$ cat config.mk
export PLATFORM = sky130hd
export DESIGN_NAME = cp0_wired_random_flat
export DESIGN_NICKNAME = d
export VERILOG_FILES = /design/src/rtl/cp0_tlb_pkg.sv /design/src/rtl/cp0_wired_random_if.sv /design/src/rtl/cp0_wired_random_counter.sv /design/src/rtl/cp0_wired_random.sv /design/src/flat_wrapper.sv
export SDC_FILE = /design/constraint.sdc
export NUM_CORES = 1
export LEC_CHECK = 0
export CORE_MARGIN = 2
export CORE_UTILIZATION = 29
export DETAILED_ROUTE_END_ITERATION = 16
export GPL_TIMING_DRIVEN = 0
export PLACE_DENSITY = 0.85
export SLEW_MARGIN = 20
export SYNTH_ARGS = -nofsm -noshare
export SYNTH_HDL_FRONTEND = slang
export SYNTH_SLANG_ARGS = --single-unit
$ cat constraint.sdc
create_clock -name clk -period 2.85 [get_ports clk]
set_input_delay 0.4275 -clock clk [delete_from_list [all_inputs] [get_ports clk]]
set_output_delay 0.4275 -clock clk [all_outputs]
set_load 0.02 [all_outputs]
$ cat src/rtl/cp0_tlb_pkg.sv
// -----------------------------------------------------------------------------
// cp0_tlb_pkg
// Shared CP0/TLB definitions: CP0 register numbers for the Random/Wired pair,
// the default TLB depth and the helper that derives the TLB index width.
// -----------------------------------------------------------------------------
package cp0_tlb_pkg;

    // CP0 register numbers as seen by the MFC0/MTC0 decode.
    typedef enum logic [4:0] {
        CP0_RANDOM = 5'd1,
        CP0_WIRED  = 5'd6
    } cp0_reg_e;

    localparam int TLB_ENTRIES_DEFAULT = 16;

    // Bits needed to index a TLB of n entries.
    function automatic int idx_width(input int n);
        return $clog2(n);
    endfunction

    localparam int IDX_W_DEFAULT = idx_width(TLB_ENTRIES_DEFAULT);

endpackage : cp0_tlb_pkg

$ cat src/rtl/cp0_wired_random_if.sv
// -----------------------------------------------------------------------------
// cp0_wired_random_if
// Bundle between the CP0 pipeline control and the Wired/Random register pair.
//   stall     : pipeline freeze (Random holds)
//   wired_we  : MTC0 write strobe to Wired
//   mtcd      : MTC0 write data (low IDX_W bits used)
//   tlbwr     : TLBWR retire pulse
//   wired_q   : Wired, zero-extended to 32 bits
//   random_q  : Random, zero-extended to 32 bits
//   tlbwr_idx : Random as the TLBWR replacement index
// master = pipeline side, slave = register pair.
// -----------------------------------------------------------------------------
interface cp0_wired_random_if #(
    parameter int IDX_W = cp0_tlb_pkg::IDX_W_DEFAULT
);
    logic             stall;
    logic             wired_we;
    logic [31:0]      mtcd;
    logic             tlbwr;
    logic [31:0]      wired_q;
    logic [31:0]      random_q;
    logic [IDX_W-1:0] tlbwr_idx;

    modport master (
        output stall, wired_we, mtcd, tlbwr,
        input  wired_q, random_q, tlbwr_idx
    );

    modport slave (
        input  stall, wired_we, mtcd, tlbwr,
        output wired_q, random_q, tlbwr_idx
    );
endinterface : cp0_wired_random_if

$ cat src/rtl/cp0_wired_random_counter.sv
// -----------------------------------------------------------------------------
// cp0_random_counter
// Down-counter over [i_lower, TLB_ENTRIES-1] that wraps to the top once it has
// reached (or is at/below) the lower bound.
//   clk, rst   : clock, synchronous active-high reset (loads the top value)
//   i_load_max : force the count to TLB_ENTRIES-1 (wins over i_advance)
//   i_advance  : step the counter this cycle
//   i_lower    : lower bound (current Wired value)
//   o_count    : registered count
// -----------------------------------------------------------------------------
module cp0_random_counter
    import cp0_tlb_pkg::*;
#(
    parameter int TLB_ENTRIES = TLB_ENTRIES_DEFAULT,
    parameter int IDX_W       = idx_width(TLB_ENTRIES)
) (
    input  logic             clk,
    input  logic             rst,
    input  logic             i_load_max,
    input  logic             i_advance,
    input  logic [IDX_W-1:0] i_lower,
    output logic [IDX_W-1:0] o_count
);
    localparam logic [IDX_W-1:0] MAX_IDX = IDX_W'(TLB_ENTRIES - 1);

    logic [IDX_W-1:0] r_count;

    // NOTE: state registers use non-blocking assignments so every flop samples
    // pre-edge values; blocking here would create order-dependent sim races.
    always_ff @(posedge clk) begin
        if (rst) begin
            r_count <= MAX_IDX;
        end else if (i_load_max) begin
            r_count <= MAX_IDX;
        end else if (i_advance) begin
            // "<=" rather than "==" also recovers if the bound was raised
            // above the count; it keeps the count inside [lower, MAX].
            if (r_count <= i_lower) begin
                r_count <= MAX_IDX;
            end else begin
                r_count <= r_count - 1'b1;
            end
        end
    end

    assign o_count = r_count;

endmodule : cp0_random_counter

$ cat src/rtl/cp0_wired_random.sv
// -----------------------------------------------------------------------------
// cp0_wired_random
// CP0 Wired (reg 6) and Random (reg 1) pair for a TLB of TLB_ENTRIES entries.
// Wired counts locked low TLB entries; Random cycles down through
// [Wired, TLB_ENTRIES-1] and provides the TLBWR replacement index.
//   clk : clock
//   rst : synchronous active-high reset
//   bus : cp0_wired_random_if.slave (stall, wired_we, mtcd, tlbwr in;
//         wired_q, random_q, tlbwr_idx out), all outputs registered.
// Build option: define CP0_TLBWR_ADVANCE_EN to advance Random only on an
// unstalled TLBWR retire; by default it advances on every unstalled cycle.
// -----------------------------------------------------------------------------
module cp0_wired_random
    import cp0_tlb_pkg::*;
#(
    parameter int TLB_ENTRIES = TLB_ENTRIES_DEFAULT,
    parameter int IDX_W       = idx_width(TLB_ENTRIES)
) (
    input  logic                     clk,
    input  logic                     rst,
    cp0_wired_random_if.slave        bus
);
    localparam logic [IDX_W-1:0] MAX_IDX = IDX_W'(TLB_ENTRIES - 1);

    logic [IDX_W-1:0] r_wired;
    logic [IDX_W-1:0] w_wr_val;
    logic [IDX_W-1:0] w_random;
    logic             w_advance;
    logic             w_unused;

    // Indices past the last entry only exist for non-power-of-two depths.
    generate
        if ((TLB_ENTRIES & (TLB_ENTRIES - 1)) != 0) begin : g_clamp
            always_comb begin
                // NOTE: give every always_comb output a default first so no
                // path leaves it unassigned, which would infer a latch.
                w_wr_val = bus.mtcd[IDX_W-1:0];
                if (bus.mtcd[IDX_W-1:0] > MAX_IDX) begin
                    w_wr_val = MAX_IDX;
                end
            end
        end else begin : g_no_clamp
            assign w_wr_val = bus.mtcd[IDX_W-1:0];
        end
    endgenerate

`ifdef CP0_TLBWR_ADVANCE_EN
    assign w_advance = bus.tlbwr & ~bus.stall;
`else
    assign w_advance = ~bus.stall;
`endif

    // Upper MTC0 data bits are ignored; tlbwr only matters with the option.
    assign w_unused = &{1'b0, bus.mtcd[31:IDX_W], bus.tlbwr};

    // Wired writes are not gated by stall: squashed MTC0s never raise wired_we.
    always_ff @(posedge clk) begin
        if (rst) begin
            r_wired <= '0;
        end else if (bus.wired_we) begin
            r_wired <= w_wr_val;
        end
    end

    // The wrap test uses the old Wired; a Wired write reloads Random anyway.
    cp0_random_counter #(
        .TLB_ENTRIES (TLB_ENTRIES),
        .IDX_W       (IDX_W)
    ) u_random (
        .clk        (clk),
        .rst        (rst),
        .i_load_max (bus.wired_we),
        .i_advance  (w_advance),
        .i_lower    (r_wired),
        .o_count    (w_random)
    );

    assign bus.wired_q   = {{(32 - IDX_W){1'b0}}, r_wired};
    assign bus.random_q  = {{(32 - IDX_W){1'b0}}, w_random};
    assign bus.tlbwr_idx = w_random;

endmodule : cp0_wired_random

$ cat src/flat_wrapper.sv
// flat-port wrapper written by rule: the top's interface ports become plain ports
module cp0_wired_random_flat import cp0_tlb_pkg::*;
#(
    parameter int TLB_ENTRIES = TLB_ENTRIES_DEFAULT,
    parameter int IDX_W       = idx_width(TLB_ENTRIES)
)
  (clk, rst, bus_stall, bus_wired_we, bus_mtcd, bus_tlbwr, bus_wired_q, bus_random_q, bus_tlbwr_idx);
  cp0_wired_random_if #(.IDX_W(IDX_W)) bus_i ();
  input  logic clk;
  input  logic rst;
  input wire logic [$bits(bus_i.stall)-1:0] bus_stall;
  input wire logic [$bits(bus_i.wired_we)-1:0] bus_wired_we;
  input wire logic [$bits(bus_i.mtcd)-1:0] bus_mtcd;
  input wire logic [$bits(bus_i.tlbwr)-1:0] bus_tlbwr;
  output wire logic [$bits(bus_i.wired_q)-1:0] bus_wired_q;
  output wire logic [$bits(bus_i.random_q)-1:0] bus_random_q;
  output wire logic [$bits(bus_i.tlbwr_idx)-1:0] bus_tlbwr_idx;
  assign bus_i.stall = bus_stall;
  assign bus_i.wired_we = bus_wired_we;
  assign bus_i.mtcd = bus_mtcd;
  assign bus_i.tlbwr = bus_tlbwr;
  assign bus_wired_q = bus_i.wired_q;
  assign bus_random_q = bus_i.random_q;
  assign bus_tlbwr_idx = bus_i.tlbwr_idx;
  cp0_wired_random #(.TLB_ENTRIES(TLB_ENTRIES), .IDX_W(IDX_W)) u_core (.clk(clk), .rst(rst), .bus(bus_i));
endmodule
Word level (Yosys, flattened, before mapping)
Index checks and enable logic that the tools add are counted.

$add $sub $neg: 1. Order comparisons: 1. Muxes and demuxes: 1. Reduce and logical (&&, ||, !) cells: 1.

Operator list (count): <= comparator 4 bit (1); 2-to-1 mux 4 bit (1); subtractor 4 x 1 -> 4 bit (second input constant) (1); OR reduction 2 bit (1).

Bits in registers: 8. Bits of input ports: 37. Output and inout bits: 68. Logic and storage cells: 6.

Logic depth before layout (Yosys ltp)
Depth after elaboration: 2. Depth in mapped cells: 6. Depth with buffers taken out: 6.

Hierarchy
A second synthesis with hierarchy kept.

Cells, all modules: 109. Area, all modules: 883.3 um^2.

By module, submodules not included: cp0_wired_random (instances 1, cells each 75, area an instance 598.1 um^2, seq. area each 80.1 um^2); cp0_random_counter (instances 1, cells each 34, area an instance 285.3 um^2, seq. area each 80.1 um^2).

Least setup slack after synthesis
Ideal clock, no wire load.

Path type: reg2reg. Start: reg u_core.u_random.r_count[0] (netlist: u_core.u_random.o_count[0]). End: reg u_core.u_random.r_count[2] (netlist: u_core.u_random.o_count[2]). Library setup time: 0.119 ns. Data arrival time: 1.291 ns. Data required time: 2.731 ns. Slack: 1.440 ns. Cell stages (with the launch flop): 7. Buffers on the path: 0. Period minus slack after synthesis: 1.410 ns. Cells stage by stage: dfxtp_1 -> inv_1 -> ha_1 -> nand4_1 -> o21ai_1 -> a31oi_2 -> nand2_1.

Word-level cells in the longest chain between the ends: 2. Elaborated cells between the ends (all ways): 3. Classes of those cells: 1 x add/sub; 1 x order compare; 1 x mux.

RTL lines: from (decl) (line cp0_wired_random_counter.sv:26) `logic [IDX_W-1:0] r_count;`; from (signal assigned) (line cp0_wired_random_counter.sv:41) `r_count <= r_count - 1'b1;`; subtractor 4 x 1 -> 4 bit or <= comparator 4 bit (tied branches) (line cp0_wired_random_counter.sv:41, cp0_wired_random_counter.sv:38); 2-to-1 mux 4 bit (*) (line cp0_wired_random_counter.sv:38) `if (r_count <= i_lower) begin`.

Every way passes the cells marked *; elsewhere a longest branch is shown, timed or not. A chain may end at the register's enable or synchronous reset.

Worst setup path after layout
Start: reg u_core.u_random.r_count[2] (netlist: u_core.u_random.o_count[2]). End: out bus_tlbwr_idx[2].

RTL lines: to (decl) (line flat_wrapper.sv:17) `output wire logic [$bits(bus_i.tlbwr_idx)-1:0] bus_tlbwr_idx;`.

No word-level cell between the ends.

==> key figures <==
Placed design
  • Gpl congestion: 0.7721
  • Dpl hpwl: 1301 um
  • Port-buffer cells: 18
  • Pre-CTS WS: 1242 ps

Synth
  • Sequential area share after synthesis: 0.1778
  • Fraction of registers with async set/reset: 0
  • Synth Area in XOR/XNOR: 0.01944
  • Simple-gate share of the synthesized area: 0.08333
  • Share of the synthesized area in the top cell type: 0.5000
  • Mean post-synth cell area: 8.419 um^2
  • Count leader, synth: buf_4
  • #FFs+latches synth: 8
  • Synth Area in Adders: 0.06944
  • Synthesized area: 900.9 um^2
  • Synth warn: 0
  • Commonest cells post-synth: buf_4, dfxtp_1, ha_1, inv_1
  • Largest family of logic cells by synthesized area: buffers and inverters
  • Area contributors post-synth: buf_4, dfxtp_1, ha_1, mux2i_1, inv_1
  • Cell variety after synth: 21
  • Post-synthesis mux area share: 0.05694
  • Synth Flop Type: dfxtp_1
  • Synth Area in Compound Gates: 0.05139
  • Number of synthesized flops with an enable pin: 0
  • Dominant cell type by area after synthesis: buf_4
  • Post-Syn Instances: 107

Clock network
  • Clock slew at reported path FFs: 50 ps
  • CTS H-tree depth: 1
  • Sink Count: 8
  • Clock insertion delay at the later pin of the skew report: 250 ps
  • Root buffer cell: clkbuf_4
  • Setup bufs post-CTS: 0
  • CTS tree: done
  • Cts hold-fix bufs: 0
  • # resized after CTS: 0
  • CTS Buffer Depth: 2
  • Inserted Clock Buffers: 3

Finish
  • Layout cell share with drive strength beyond 1: 0.3770
  • Multi-input logic area: 462.9 um^2
  • Ant. Diodes: 0
  • Fin nets: 227
  • Fillers: 312
  • Register area: 160.2 um^2
  • Area Growth Syn to Fin: 50.00%

Critical path
  • Crit path max fanout: 5
  • Crit-path cells: buf_4, clkdlybuf4s50_1
  • Critical Path RT: 2420 ps
  • R2R Path End: u_core.u_random.o_count[3]
  • Worst r2r src: u_core.u_random.o_count[0]
  • Critical path class: register to primary output
  • R2R cell count: 6
  • Setup crit end kind: primary output
  • Worst path max stage delay: 580 ps
  • Slowest CP cell: clkdlybuf4s50_1
  • Critical path startpoint category: register
  • Crit path DAT: 1430 ps
  • Reg-to-reg slack, setup: 1410 ps

Drt
  • Number of DRC markers in iteration 0: 4
  • WL per Instance: 6.449 um
  • Vias: 685
  • Total Wirelength: 1393 um
  • Vias/cell: 3.171
  • DRC: 0
  • Drt first pass iters: 3
  • Final antenna-violating net count: 0

Timing
  • Setup WS post-layout: 993.1 ps
  • Count of final hold-check violations: 0
  • RSZ-0062 raised after global routing: no
  • Fin Clk Skew: 7.539 ps
  • Tmin final: 1857 ps
  • Count of final setup violators: 0
  • Period utilization: 0.6516
  • Fmax: 538.5 MHz
  • Setup TNS: 0 ps
  • Final Max Tran Viols: 0

Pwr
  • Power density over the cells: 283.2 nW/um^2
  • VDD IR max: 0.1865 mV
  • P_leak: 0.7955 nW

GRT
  • First-pass GRT wire length: 2104 um
  • Gr ovfl total: 0
  • Largest net degree at the start of global routing: 6
  • Number of global-route vias before repair: 531
  • Initial antenna violation count: 0
  • Tot GR Track Use: 0.07884

Hold path
  • Min-delay src: bus_wired_we
  • HP Class: input pin to register
  • End of the worst hold path: u_core.r_wired[2]
  • Hold Path Stages: 3

Floorplan
  • Full die area: 3568 um^2
  • Core footprint: 3003 um^2
  • Num rows: 20
  • Initial Util: 0.3000
  • Die X: 59.74 um
  • Die H: 59.74 um
  • Ports: 105

Run status
  • Outcome: finished, final reports clean

Job
  • Max-Cap Viols: 0
-- placed cells by master (no fill, tap or decap), types with 3 or more instances in the layout --
cell / synthesis / final
buf_4: 60 / 60
conb_1: 1 / 56
clkdlybuf4s50_1: 0 / 18
dfxtp_1: 8 / 8
inv_1: 5 / 5
ha_1: 5 / 5
mux2i_1: 4 / 4
nor2_1: 4 / 4
nand2_1: 3 / 3
clkbuf_4: 0 / 3
-- routing by layer --
metal  share of wire  GRT usage  up-vias
met4               0   0.009524        0
met1            0.38    0.08804      257
met5               0          0        -
li1                -          -      379
met3            0.17    0.05411        0
met2            0.45     0.1273       49
-- stage by stage --
step                hold slack (ps)  cell area (um^2)    util  power (mW)  std cells
global placement              515.1              1329  0.4425      0.2969        213
global route                  490.6              1351  0.4500      0.4137        216
CTS                           462.3              1351  0.4500      0.3850        216
finish                        469.7              1351  0.4500      0.3827        216
floorplan                     499.9              1107       -      0.2735        162
detailed placement            516.1              1329  0.4425      0.2979        213
-- kinds of logic after synthesis --
group / Yosys count
buffers and inverters: 67
other: 1
and+or+nand+nor: 13
adders and majority gates: 5
AOI/OAI and AO/OA: 6
DFF: 8
muxes: 5
xor gates and xnor gates: 2
-- report_power, final --
| part | total, mW | switching, mW | internal [mW] |
|---|---|---|---|
| Sequential | 0.120 | 0.00384 | 0.116 |
| Clock | 0.0843 | 0.0363 | 0.0480 |
| Combinational | 0.178 | 0.0991 | 0.0790 |
| Total | 0.383 | 0.139 | 0.243 |
-- cell type report --
cell class                 count  area share
sequential                     8      0.1185
clock buffer                   3     0.01667
buffer                        61      0.3417
multi-input combinational     87      0.3426
tap                           33     0.03056
inverter                       6     0.01667
timing repair buffer          18      0.1333
-- state kept, by name, indices dropped and copies added, names as in the netlist --
| register | flops |
|---|---|
| u_core.r_wired | 4 |
| u_core.u_random.o_count | 4 |
-- worst max path at each step --
stage               slack, ps  cells after the start                          to                        from
floorplan                1440                      6  u_core.u_random.o_count[2]  u_core.u_random.o_count[0]
global placement         1280                      4  u_core.u_random.o_count[3]                   bus_stall
detailed placement       1240                      5  u_core.u_random.o_count[3]                         rst
CTS                       980                      2            bus_tlbwr_idx[2]  u_core.u_random.o_count[2]
global route              900                      2            bus_tlbwr_idx[2]  u_core.u_random.o_count[2]
finish                    990                      2            bus_tlbwr_idx[2]  u_core.u_random.o_count[2]
-- worst max-delay path, delay by kind of cell, from the launching register on --
family | cells | cell delay (ps)
buffers and inverters | 2 | 730
DFF | 1 | 440
Power figures use the tool's default switching activity.
